<file path="src/rtl/alu_muldiv_seq_if.sv">
// Request/response bundle between the microprogram sequencer (master) and alu_muldiv_seq (slave).
interface alu_muldiv_seq_if #(
  parameter int WIDTH = 32
) ();
  logic             in_valid;
  logic             in_ready;
  logic [WIDTH-1:0] A;
  logic [WIDTH-1:0] B;
  logic [3:0]       Control;
  logic             out_valid;
  logic             out_ready;
  logic [WIDTH-1:0] ALUResult;
  logic             Zero;
  logic             busy;

  modport master (
    output in_valid, A, B, Control, out_ready,
    input  in_ready, out_valid, ALUResult, Zero, busy
  );

  modport slave (
    input  in_valid, A, B, Control, out_ready,
    output in_ready, out_valid, ALUResult, Zero, busy
  );
endinterface

</file>
<file path="src/rtl/alu_muldiv_seq.sv">
// Registered RV32IM-style ALU with valid/ready handshake; the iterative radix-2
// multiply/divide datapath is present only when ALU_MULDIV_EN is defined.
module alu_muldiv_seq #(
  parameter int WIDTH = 32,
  parameter int SHW   = $clog2(WIDTH)
) (
  input  logic            clk,
  input  logic            rst_n,
  alu_muldiv_seq_if.slave io_bus
);
  localparam logic [3:0] OP_ADD  = 4'b0000;
  localparam logic [3:0] OP_SUB  = 4'b0001;
  localparam logic [3:0] OP_AND  = 4'b0010;
  localparam logic [3:0] OP_OR   = 4'b0011;
  localparam logic [3:0] OP_XOR  = 4'b0100;
  localparam logic [3:0] OP_SLT  = 4'b0101;
  localparam logic [3:0] OP_SLL  = 4'b0110;
  localparam logic [3:0] OP_SRL  = 4'b0111;
  localparam logic [3:0] OP_SRA  = 4'b1000;
  localparam logic [3:0] OP_SLTU = 4'b1001;

`ifdef ALU_MULDIV_EN
  localparam logic [3:0]       OP_MUL  = 4'b1010;
  localparam logic [WIDTH-1:0] MIN_NEG = {1'b1, {(WIDTH-1){1'b0}}};

  typedef enum logic [1:0] {S_IDLE = 2'd0, S_CALC = 2'd1, S_DONE = 2'd2} state_e;
`else
  typedef enum logic [1:0] {S_IDLE = 2'd0, S_DONE = 2'd2} state_e;
`endif

  state_e           r_state;
  state_e           w_state_nxt;
  logic [WIDTH-1:0] r_result;
  logic             r_zero;
  logic             w_accept;
  logic             w_iter;
  logic             w_last;
  logic [WIDTH-1:0] w_fast;

  function automatic logic [WIDTH-1:0] alu_simple(input logic [3:0]       op,
                                                  input logic [WIDTH-1:0] a,
                                                  input logic [WIDTH-1:0] b);
    logic signed [WIDTH-1:0] sa;
    logic signed [WIDTH-1:0] sb;
    logic signed [WIDTH-1:0] sra;
    logic [SHW-1:0]          sh;
    sa  = a;
    sb  = b;
    sh  = b[SHW-1:0];
    sra = sa >>> sh;
    case (op)
      OP_ADD:  alu_simple = a + b;
      OP_SUB:  alu_simple = a - b;
      OP_AND:  alu_simple = a & b;
      OP_OR:   alu_simple = a | b;
      OP_XOR:  alu_simple = a ^ b;
      OP_SLT:  alu_simple = {{(WIDTH-1){1'b0}}, (sa < sb)};
      OP_SLL:  alu_simple = a << sh;
      OP_SRL:  alu_simple = a >> sh;
      OP_SRA:  alu_simple = sra;
      OP_SLTU: alu_simple = {{(WIDTH-1){1'b0}}, (a < b)};
      default: alu_simple = '0;
    endcase
  endfunction

  assign io_bus.in_ready  = rst_n && (r_state == S_IDLE);
  assign io_bus.out_valid = (r_state == S_DONE);
  assign io_bus.ALUResult = r_result;
  assign io_bus.Zero      = r_zero;
  assign w_accept         = io_bus.in_valid && io_bus.in_ready;

`ifdef ALU_MULDIV_EN
  function automatic logic [WIDTH-1:0] neg_if(input logic neg, input logic [WIDTH-1:0] v);
    neg_if = neg ? -v : v;
  endfunction

  logic             w_is_md, w_is_div, w_b_zero, w_ovf, w_special, w_sgn_a, w_sgn_b;
  logic [WIDTH-1:0] w_spec_res;
  logic [WIDTH-1:0] r_acc, r_lo, r_opa;
  logic [SHW-1:0]   r_cnt;
  logic             r_is_div, r_sel_hi, r_neg_q, r_neg_r;
  logic [WIDTH:0]   w_sum, w_shl, w_diff;
  logic [WIDTH-1:0] w_acc_nxt, w_lo_nxt, w_raw, w_md_res;

  // Accept-time decode: divide-by-zero and signed overflow finish without iterating
  assign w_is_md   = (io_bus.Control >= OP_MUL);
  assign w_is_div  = (io_bus.Control[3:2] == 2'b11);
  assign w_b_zero  = (io_bus.B == '0);
  assign w_ovf     = io_bus.Control[1] && (io_bus.A == MIN_NEG) && (io_bus.B == '1);
  assign w_special = w_is_div && (w_b_zero || w_ovf);
  assign w_sgn_a   = io_bus.Control[1] && io_bus.A[WIDTH-1];
  assign w_sgn_b   = io_bus.Control[1] && io_bus.B[WIDTH-1];
  assign w_iter    = w_is_md && !w_special;

  always_comb begin
    w_spec_res = '0;
    if (w_b_zero) w_spec_res = io_bus.Control[0] ? io_bus.A : '1;
    else          w_spec_res = io_bus.Control[0] ? '0 : io_bus.A;
  end

  assign w_fast = w_special ? w_spec_res : alu_simple(io_bus.Control, io_bus.A, io_bus.B);

  // One shift-add (multiply) or restoring shift-subtract (divide) step per CALC cycle
  assign w_sum  = {1'b0, r_acc} + (r_lo[0] ? {1'b0, r_opa} : '0);
  assign w_shl  = {r_acc, r_lo[WIDTH-1]};
  assign w_diff = w_shl - {1'b0, r_opa};

  always_comb begin
    w_acc_nxt = r_acc;
    w_lo_nxt  = r_lo;
    if (r_is_div) begin
      if (!w_diff[WIDTH]) begin
        w_acc_nxt = w_diff[WIDTH-1:0];
        w_lo_nxt  = {r_lo[WIDTH-2:0], 1'b1};
      end else begin
        w_acc_nxt = w_shl[WIDTH-1:0];
        w_lo_nxt  = {r_lo[WIDTH-2:0], 1'b0};
      end
    end else begin
      w_acc_nxt = w_sum[WIDTH:1];
      w_lo_nxt  = {w_sum[0], r_lo[WIDTH-1:1]};
    end
  end

  assign w_last   = (r_state == S_CALC) && (r_cnt == '0);
  assign w_raw    = r_sel_hi ? w_acc_nxt : w_lo_nxt;
  assign w_md_res = neg_if(r_sel_hi ? r_neg_r : r_neg_q, w_raw);

  always_ff @(posedge clk) begin
    if (w_accept) begin
      r_cnt    <= SHW'(WIDTH-1);
      r_acc    <= '0;
      r_is_div <= w_is_div;
      r_sel_hi <= io_bus.Control[0];
      if (w_is_div) begin
        r_lo    <= neg_if(w_sgn_a, io_bus.A);
        r_opa   <= neg_if(w_sgn_b, io_bus.B);
        r_neg_q <= w_sgn_a ^ w_sgn_b;
        r_neg_r <= w_sgn_a;
      end else begin
        r_lo    <= io_bus.B;
        r_opa   <= io_bus.A;
        r_neg_q <= 1'b0;
        r_neg_r <= 1'b0;
      end
    end else if (r_state == S_CALC) begin
      r_acc <= w_acc_nxt;
      r_lo  <= w_lo_nxt;
      r_cnt <= r_cnt - 1'b1;
    end
  end

  assign io_bus.busy = (r_state == S_CALC);
`else
  assign w_iter      = 1'b0;
  assign w_last      = 1'b0;
  assign w_fast      = alu_simple(io_bus.Control, io_bus.A, io_bus.B);
  assign io_bus.busy = 1'b0;
`endif

  always_ff @(posedge clk) begin
    if (!rst_n) r_state <= S_IDLE;
    else        r_state <= w_state_nxt;
  end

  always_comb begin
    w_state_nxt = r_state;
    case (r_state)
      S_IDLE: if (w_accept) w_state_nxt = w_iter ? state_e'(2'd1) : S_DONE;
`ifdef ALU_MULDIV_EN
      S_CALC: if (w_last) w_state_nxt = S_DONE;
`endif
      S_DONE: if (io_bus.out_ready) w_state_nxt = S_IDLE;
      default: w_state_nxt = S_IDLE;
    endcase
  end

  always_ff @(posedge clk) begin
    if (!rst_n) begin
      r_result <= '0;
      r_zero   <= 1'b1;
    end else if (w_accept && !w_iter) begin
      r_result <= w_fast;
      r_zero   <= (w_fast == '0);
    end
`ifdef ALU_MULDIV_EN
    else if (w_last) begin
      r_result <= w_md_res;
      r_zero   <= (w_md_res == '0);
    end
`endif
  end
endmodule

</file>
<file path="src/flat_wrapper.sv">
// flat-port wrapper written by rule: the top's interface ports become plain ports
module alu_muldiv_seq_flat 
#(
  parameter int WIDTH = 32,
  parameter int SHW   = $clog2(WIDTH)
)
  (clk, rst_n, io_bus_in_valid, io_bus_A, io_bus_B, io_bus_Control, io_bus_out_ready, io_bus_in_ready, io_bus_out_valid, io_bus_ALUResult, io_bus_Zero, io_bus_busy);
  alu_muldiv_seq_if #(.WIDTH(WIDTH)) io_bus_i ();
  input  logic clk;
  input  logic rst_n;
  input wire logic [$bits(io_bus_i.in_valid)-1:0] io_bus_in_valid;
  input wire logic [$bits(io_bus_i.A)-1:0] io_bus_A;
  input wire logic [$bits(io_bus_i.B)-1:0] io_bus_B;
  input wire logic [$bits(io_bus_i.Control)-1:0] io_bus_Control;
  input wire logic [$bits(io_bus_i.out_ready)-1:0] io_bus_out_ready;
  output wire logic [$bits(io_bus_i.in_ready)-1:0] io_bus_in_ready;
  output wire logic [$bits(io_bus_i.out_valid)-1:0] io_bus_out_valid;
  output wire logic [$bits(io_bus_i.ALUResult)-1:0] io_bus_ALUResult;
  output wire logic [$bits(io_bus_i.Zero)-1:0] io_bus_Zero;
  output wire logic [$bits(io_bus_i.busy)-1:0] io_bus_busy;
  assign io_bus_i.in_valid = io_bus_in_valid;
  assign io_bus_i.A = io_bus_A;
  assign io_bus_i.B = io_bus_B;
  assign io_bus_i.Control = io_bus_Control;
  assign io_bus_i.out_ready = io_bus_out_ready;
  assign io_bus_in_ready = io_bus_i.in_ready;
  assign io_bus_out_valid = io_bus_i.out_valid;
  assign io_bus_ALUResult = io_bus_i.ALUResult;
  assign io_bus_Zero = io_bus_i.Zero;
  assign io_bus_busy = io_bus_i.busy;
  alu_muldiv_seq #(.WIDTH(WIDTH), .SHW(SHW)) u_core (.clk(clk), .rst_n(rst_n), .io_bus(io_bus_i));
endmodule
</file>
<file path="config.mk">
export PLATFORM = sky130hd
export DESIGN_NAME = alu_muldiv_seq_flat
export DESIGN_NICKNAME = d
export VERILOG_FILES = /design/src/rtl/alu_muldiv_seq_if.sv /design/src/rtl/alu_muldiv_seq.sv /design/src/flat_wrapper.sv
export SDC_FILE = /design/constraint.sdc
export NUM_CORES = 1
export LEC_CHECK = 0
export ABC_CLOCK_PERIOD_IN_PS = 12710
export BUFFER_PORTS_ARGS = -buffer_cell sky130_fd_sc_hd__buf_2
export CAP_MARGIN = 5
export CORE_ASPECT_RATIO = 0.9
export CORE_MARGIN = 8
export CORE_UTILIZATION = 54
export DETAILED_ROUTE_END_ITERATION = 8
export PLACE_DENSITY = 0.77
export SLEW_MARGIN = 5
export SYNTH_ARGS = -nofsm -noshare
export SYNTH_HDL_FRONTEND = slang
export SYNTH_SLANG_ARGS = --single-unit
</file>
<file path="constraint.sdc">
create_clock -name clk -period 12.71 [get_ports clk]
set_clock_uncertainty 0.05 [all_clocks]
set_input_delay 3.813 -clock clk [delete_from_list [all_inputs] [get_ports clk]]
set_output_delay 3.813 -clock clk [all_outputs]
set_load 0.01 [all_outputs]
</file>
Word level (Yosys, flattened, before mapping):

Cells that the tools add are included.

* input bits: 72
* output and inout port bits: 36
* bits in registers: 35
* word-level logic and storage cells: 35

* shift operators: 3
* reductions and logical operators: 6
* mux-type cells: 4
* equal/unequal tests: 12
* add/sub/neg operators: 2
* bitwise gates (word level): 3
* magnitude comparators: 2

Operators with widths (number)
* one-hot mux 32 bit (10 select lines): 1
* < comparator 32 bit: 2
* adder 32 bit: 1
* bitwise AND 32 bit: 1
* zero test 32 bit: 1
* OR 32 bit: 1
* << shifter 32 x 5 -> 32 bit: 1
* right shift 32 x 5 -> 32 bit: 1
* >>> shifter 32 x 5 -> 32 bit: 1
* subtractor 32 bit: 1
* XOR 32 bit: 1
* equality test 4 x 3 -> 1 bit, second input constant: 4
* equality test 4 x 2 -> 1 bit, second input constant: 2
* equality test 4 bit, second input constant: 2
* equality test 4 x 1 -> 1 bit, second input constant: 1
* zero test 4 bit: 1
* two-way mux 2 bit: 2
* one-hot mux 2 bit (2 select lines): 1
* equality test 2 bit, second input constant: 1
* logical AND 1 bit: 2
* zero test 2 bit: 1
* != test 2 x 1 -> 1 bit, second input constant: 1
* != test 2 bit, second input constant: 1
* AND reduction 2 bit: 1

Longest topological paths before layout:

* depth after elaboration: 5
* depth in mapped cells: 17
* depth with buffers taken out: 15

Worst setup path before layout:

Ideal clock, no wire load.

* path type: input -> output
* start point: in rst_n
* end point: out io_bus_in_ready
* required time: 8.847 ns
* stages on the path: 2
* slack: 4.808 ns
* buffers on the path: 0
* data arrival time: 4.039 ns
* path through: inv_1 -> nor2_1

* word-level cells in the longest chain between the ends: 1

Ends and longest elaborated chain
* start, declared: line flat_wrapper.sv:10 `input logic rst_n;`
* logical AND 1 bit: line alu_muldiv_seq.sv:66 `assign io_bus.in_ready = rst_n && (r_state == S_IDLE);`
* end, declared: line flat_wrapper.sv:16 `output wire logic [$bits(io_bus_i.in_ready)-1:0] io_bus_in_ready;`

No other way between the ends.

Worst setup path in the final report:

* start point: in io_bus_B[4]
* end point: reg u_core.r_zero, in the netlist u_core.io_bus.Zero

* word-level cells in the longest chain between the ends: 3
* elaborated cells on any way between the ends: 12
* those cells by class: 2 x add/sub; 2 x order compare; 3 x shift; 1 x mux; 3 x bitwise; 1 x reduce/logical

Ends and longest elaborated chain
* start, declared: line flat_wrapper.sv:13 `input wire logic [$bits(io_bus_i.B)-1:0] io_bus_B;`
* subtractor 32 bit, or another cell as far along: line alu_muldiv_seq.sv:53 `OP_SUB: alu_simple = a - b;`
* one-hot mux 32 bit (10 select lines) (*): line alu_muldiv_seq.sv:51 `case (op)`
* zero test 32 bit (*): line alu_muldiv_seq.sv:184 `r_zero <= (w_fast == '0);`
* end signal, assigned: line alu_muldiv_seq.sv:184
* end, declared: line alu_muldiv_seq.sv:34 `logic r_zero;`

Every way passes the cells marked *; elsewhere a longest branch is shown, timed or not.
A chain may end at the register's enable or synchronous reset.

==> results.sh <==
export IMPL_status="finished clean"
export IMPL_path_clk_slew_ns=0.05
export IMPL_hold_start="u_core.io_bus.ALUResult[18]"
export IMPL_crit_required_ns=12.84
export IMPL_min_period_ns=8.75
export IMPL_min_period_over_period_pct=68.8
export IMPL_timing_critical_path_to_type="flop"
export IMPL_drt_iter0_drc=1944
export IMPL_synth_area_um2=11400
export IMPL_ff2ff_setup_slack_ns=8.79
export IMPL_critPathMaxStageDelay_ns=0.97
export IMPL_routedWlPerCell_um=28.1
export IMPL_io_buffer_count=106
export IMPL_hpwl_um=39400
export IMPL_cts_path_max_buffers=2
export IMPL_worstReg2RegEnd="u_core.io_bus.Zero"
export IMPL_drc=0
export IMPL_numCtsBuffers=5
export IMPL_antenna_cells=0
export IMPL_num_io_pins=108
export IMPL_drv_cap=0
export IMPL_cts_tree="done"
export IMPL_syn2layout_area_growth_pct=5.64
export IMPL_dieArea_um2=26000
export IMPL_crit_slowest_cell="a2111oi_0"
export IMPL_ys_top_cells_by_area="ha_1 11%, mux4_2 9.3%, mux2i_1 6.6%"
export IMPL_cts_max_level=2
export IMPL_synth_top_area_share_pct=10.6
export IMPL_final_cell_mix="152 x nand2_1, 125 x o21ai_0, 105 x buf_2"
export IMPL_synth_seq_area_share_pct=5.97
export IMPL_hold_end="u_core.io_bus.ALUResult[18]"
export IMPL_post_cts_resized=0
export IMPL_synthFlopType="dfxtp_1"
export IMPL_tightest_slew_ns=1.14
export IMPL_drive_gt1_share_pct=15.5
export IMPL_grtUsageTotal_pct=38.4
export IMPL_worstSetupPathType="in2reg"
export IMPL_finalWeightedCongestion=1.07
export IMPL_synth_seq_cells=34
export IMPL_ant_nets=0
export IMPL_cp_cell_sequence="buf_2, buf_4, inv_1, ha_1, nor2_1, a221oi_1, nand2_1, a2bb2oi_1, a31oi_1, a2111oi_0, nand4_1, nor4_1, nand4b_1, o41ai_2"
export IMPL_clock_latency_ns=0.27
export IMPL_finalHoldViolCount=0
export IMPL_cts_root_buf="clkbuf_16"
export IMPL_min_path_type="reg2reg"
export IMPL_p_leak_nw=5.05
export IMPL_setup_viol=0
export IMPL_crit_fanout=55
export IMPL_slew_headroom_pct=22.1
export IMPL_power_total_w=0.000764
export IMPL_yosysUniqueCellTypes=92
export IMPL_final_common_cell="nand2_1"
export IMPL_fmax_mhz=114
export IMPL_p_per_area_nw_per_um2=63.4
export IMPL_initial_core_util_pct=54.9
export IMPL_numClockSinks=34
export IMPL_syn_area_per_cell_um2=7.22
export IMPL_grt_pass1_wl_um=78800
export IMPL_yosys_warnings=0
export IMPL_worst_r2r_path_depth=11
export IMPL_arrival_ns=8.88
export IMPL_setup_tns_final_ns=0
export IMPL_syn_num_nets=1751
export IMPL_vdd_drop_max_mv=0.0647
export IMPL_cts_setup_buffers=0
export IMPL_hold_depth=2
export IMPL_synth_cells=1580
export IMPL_via_per_inst=7.40
export IMPL_finalMaxSlewViolations=0
export IMPL_vias=13800
export IMPL_start_kind="input pin"
export IMPL_hold_buffers=0
export IMPL_grt_antenna_before_repair=3
export IMPL_core_region_area_um2=20800
export IMPL_crit_start="io_bus_B[4]"
export IMPL_die_w_um=169
export IMPL_synth_edf_count=0
export IMPL_grt_pass1_vias=12700
export IMPL_grt_max_degree=77
export IMPL_synth_largest_area_cell="ha_1"
export IMPL_reg2reg_from="u_core.r_state[1]"
export IMPL_fin_nets=1744
export IMPL_synth_async_reset_ratio_pct=0
export IMPL_rows=50
export IMPL_grt_overflow=0
export IMPL_wl_um=52200
export IMPL_worst_slack_ns=3.96
export IMPL_rsz0062_at_grt="no"
export IMPL_die_h_um=154
export IMPL_dp_slack_ns=3.94
export IMPL_drt_first_pass_iters=6
## metal layers
layer  GRT usage [%]  part of all wire [%]
met5               0                 0.025
met4            17.7                   5.0
met3            8.32                    13
met2            57.5                    42
met1            51.7                    39
## layout make-up
cell class,instances,area (um2)
fillers,2053,8720
repair buffers,128,698
clock buffers,7,133
multi-input cells,1305,9780
clock inverters,1,30.0
inverters,99,372
flip-flops and latches,34,681
well taps,286,358
## how the worst max path moves through the flow
stage                                     to  slack [ns]
after floorplan              io_bus_in_ready        4.81
after detailed placement  u_core.io_bus.Zero        3.94
after global placement    u_core.io_bus.Zero        3.77
after global routing      u_core.io_bus.Zero        3.72
after CTS                    io_bus_in_ready        4.14
final                     u_core.io_bus.Zero        3.96
## stage by stage
step,instance area [um2],utilization (%),hold slack [ns],std cells
after floorplan,11400,-,0.428,1580
after global placement,11900,57.2,0.389,1852
after detailed placement,11900,57.2,0.393,1852
after CTS,12000,58.0,0.401,1860
after global routing,12000,58.0,0.436,1860
final,12000,58.0,0.399,1860
## where the power goes
| part | switching [W] | internal (W) | total [W] |
|---|---|---|---|
| clock network | 0.0000408 | 0.0000925 | 0.000133 |
| logic | 0.000333 | 0.000177 | 0.000510 |
| registers | 0.00000445 | 0.000117 | 0.000121 |
| total | 0.000378 | 0.000386 | 0.000764 |
## sequential cells by signal, indices dropped and copies added, names as in the netlist
register,flops
u_core.io_bus.ALUResult,32
u_core.r_state,1
u_core.io_bus.Zero,1
## cell families after synthesis
logic type / count (synthesis) / share of synthesized area (%)
AOI/OAI and AO/OA: 555 / 33.4
and+or+nand+nor: 482 / 20.7
buffers and inverters: 241 / 8.61
muxes: 161 / 19.7
adders and majority gates: 99 / 11.0
DFF: 34 / 5.97
xor gates and xnor gates: 7 / 0.538
other: 1 / 0.0329
## cells in the mapped netlist, drive strengths merged (10+ instances only)
cell     count
o22ai       20
mux2        39
clkbuf      99
a211oi      31
nor4        20
dfxtp       34
o211ai      28
mux4        47
mux2i       75
and2        11
buf         43
nand2b      20
nand3       59
nor3        33
a31oi       18
o31ai       10
a221oi      15
a22oi       11
and3        10
nand2      152
nor2        98
o311ai      10
a2111oi     15
o21ai      131
a21o        18
inv         97
a21oi      103
ha          97
nor2b       20
a221o       10
nand4       14
o221ai      20
o21a        17
## critical path: cells and delay by family
family | cells | cell delay (ns)
adder cells (fa/ha/maj) | 1 | 0.61
AO/OA/AOI/OAI | 5 | 2.26
AND/OR/NAND/NOR | 5 | 1.08
buffers and inverters | 3 | 1.08
Power figures use the tool's default switching activity.
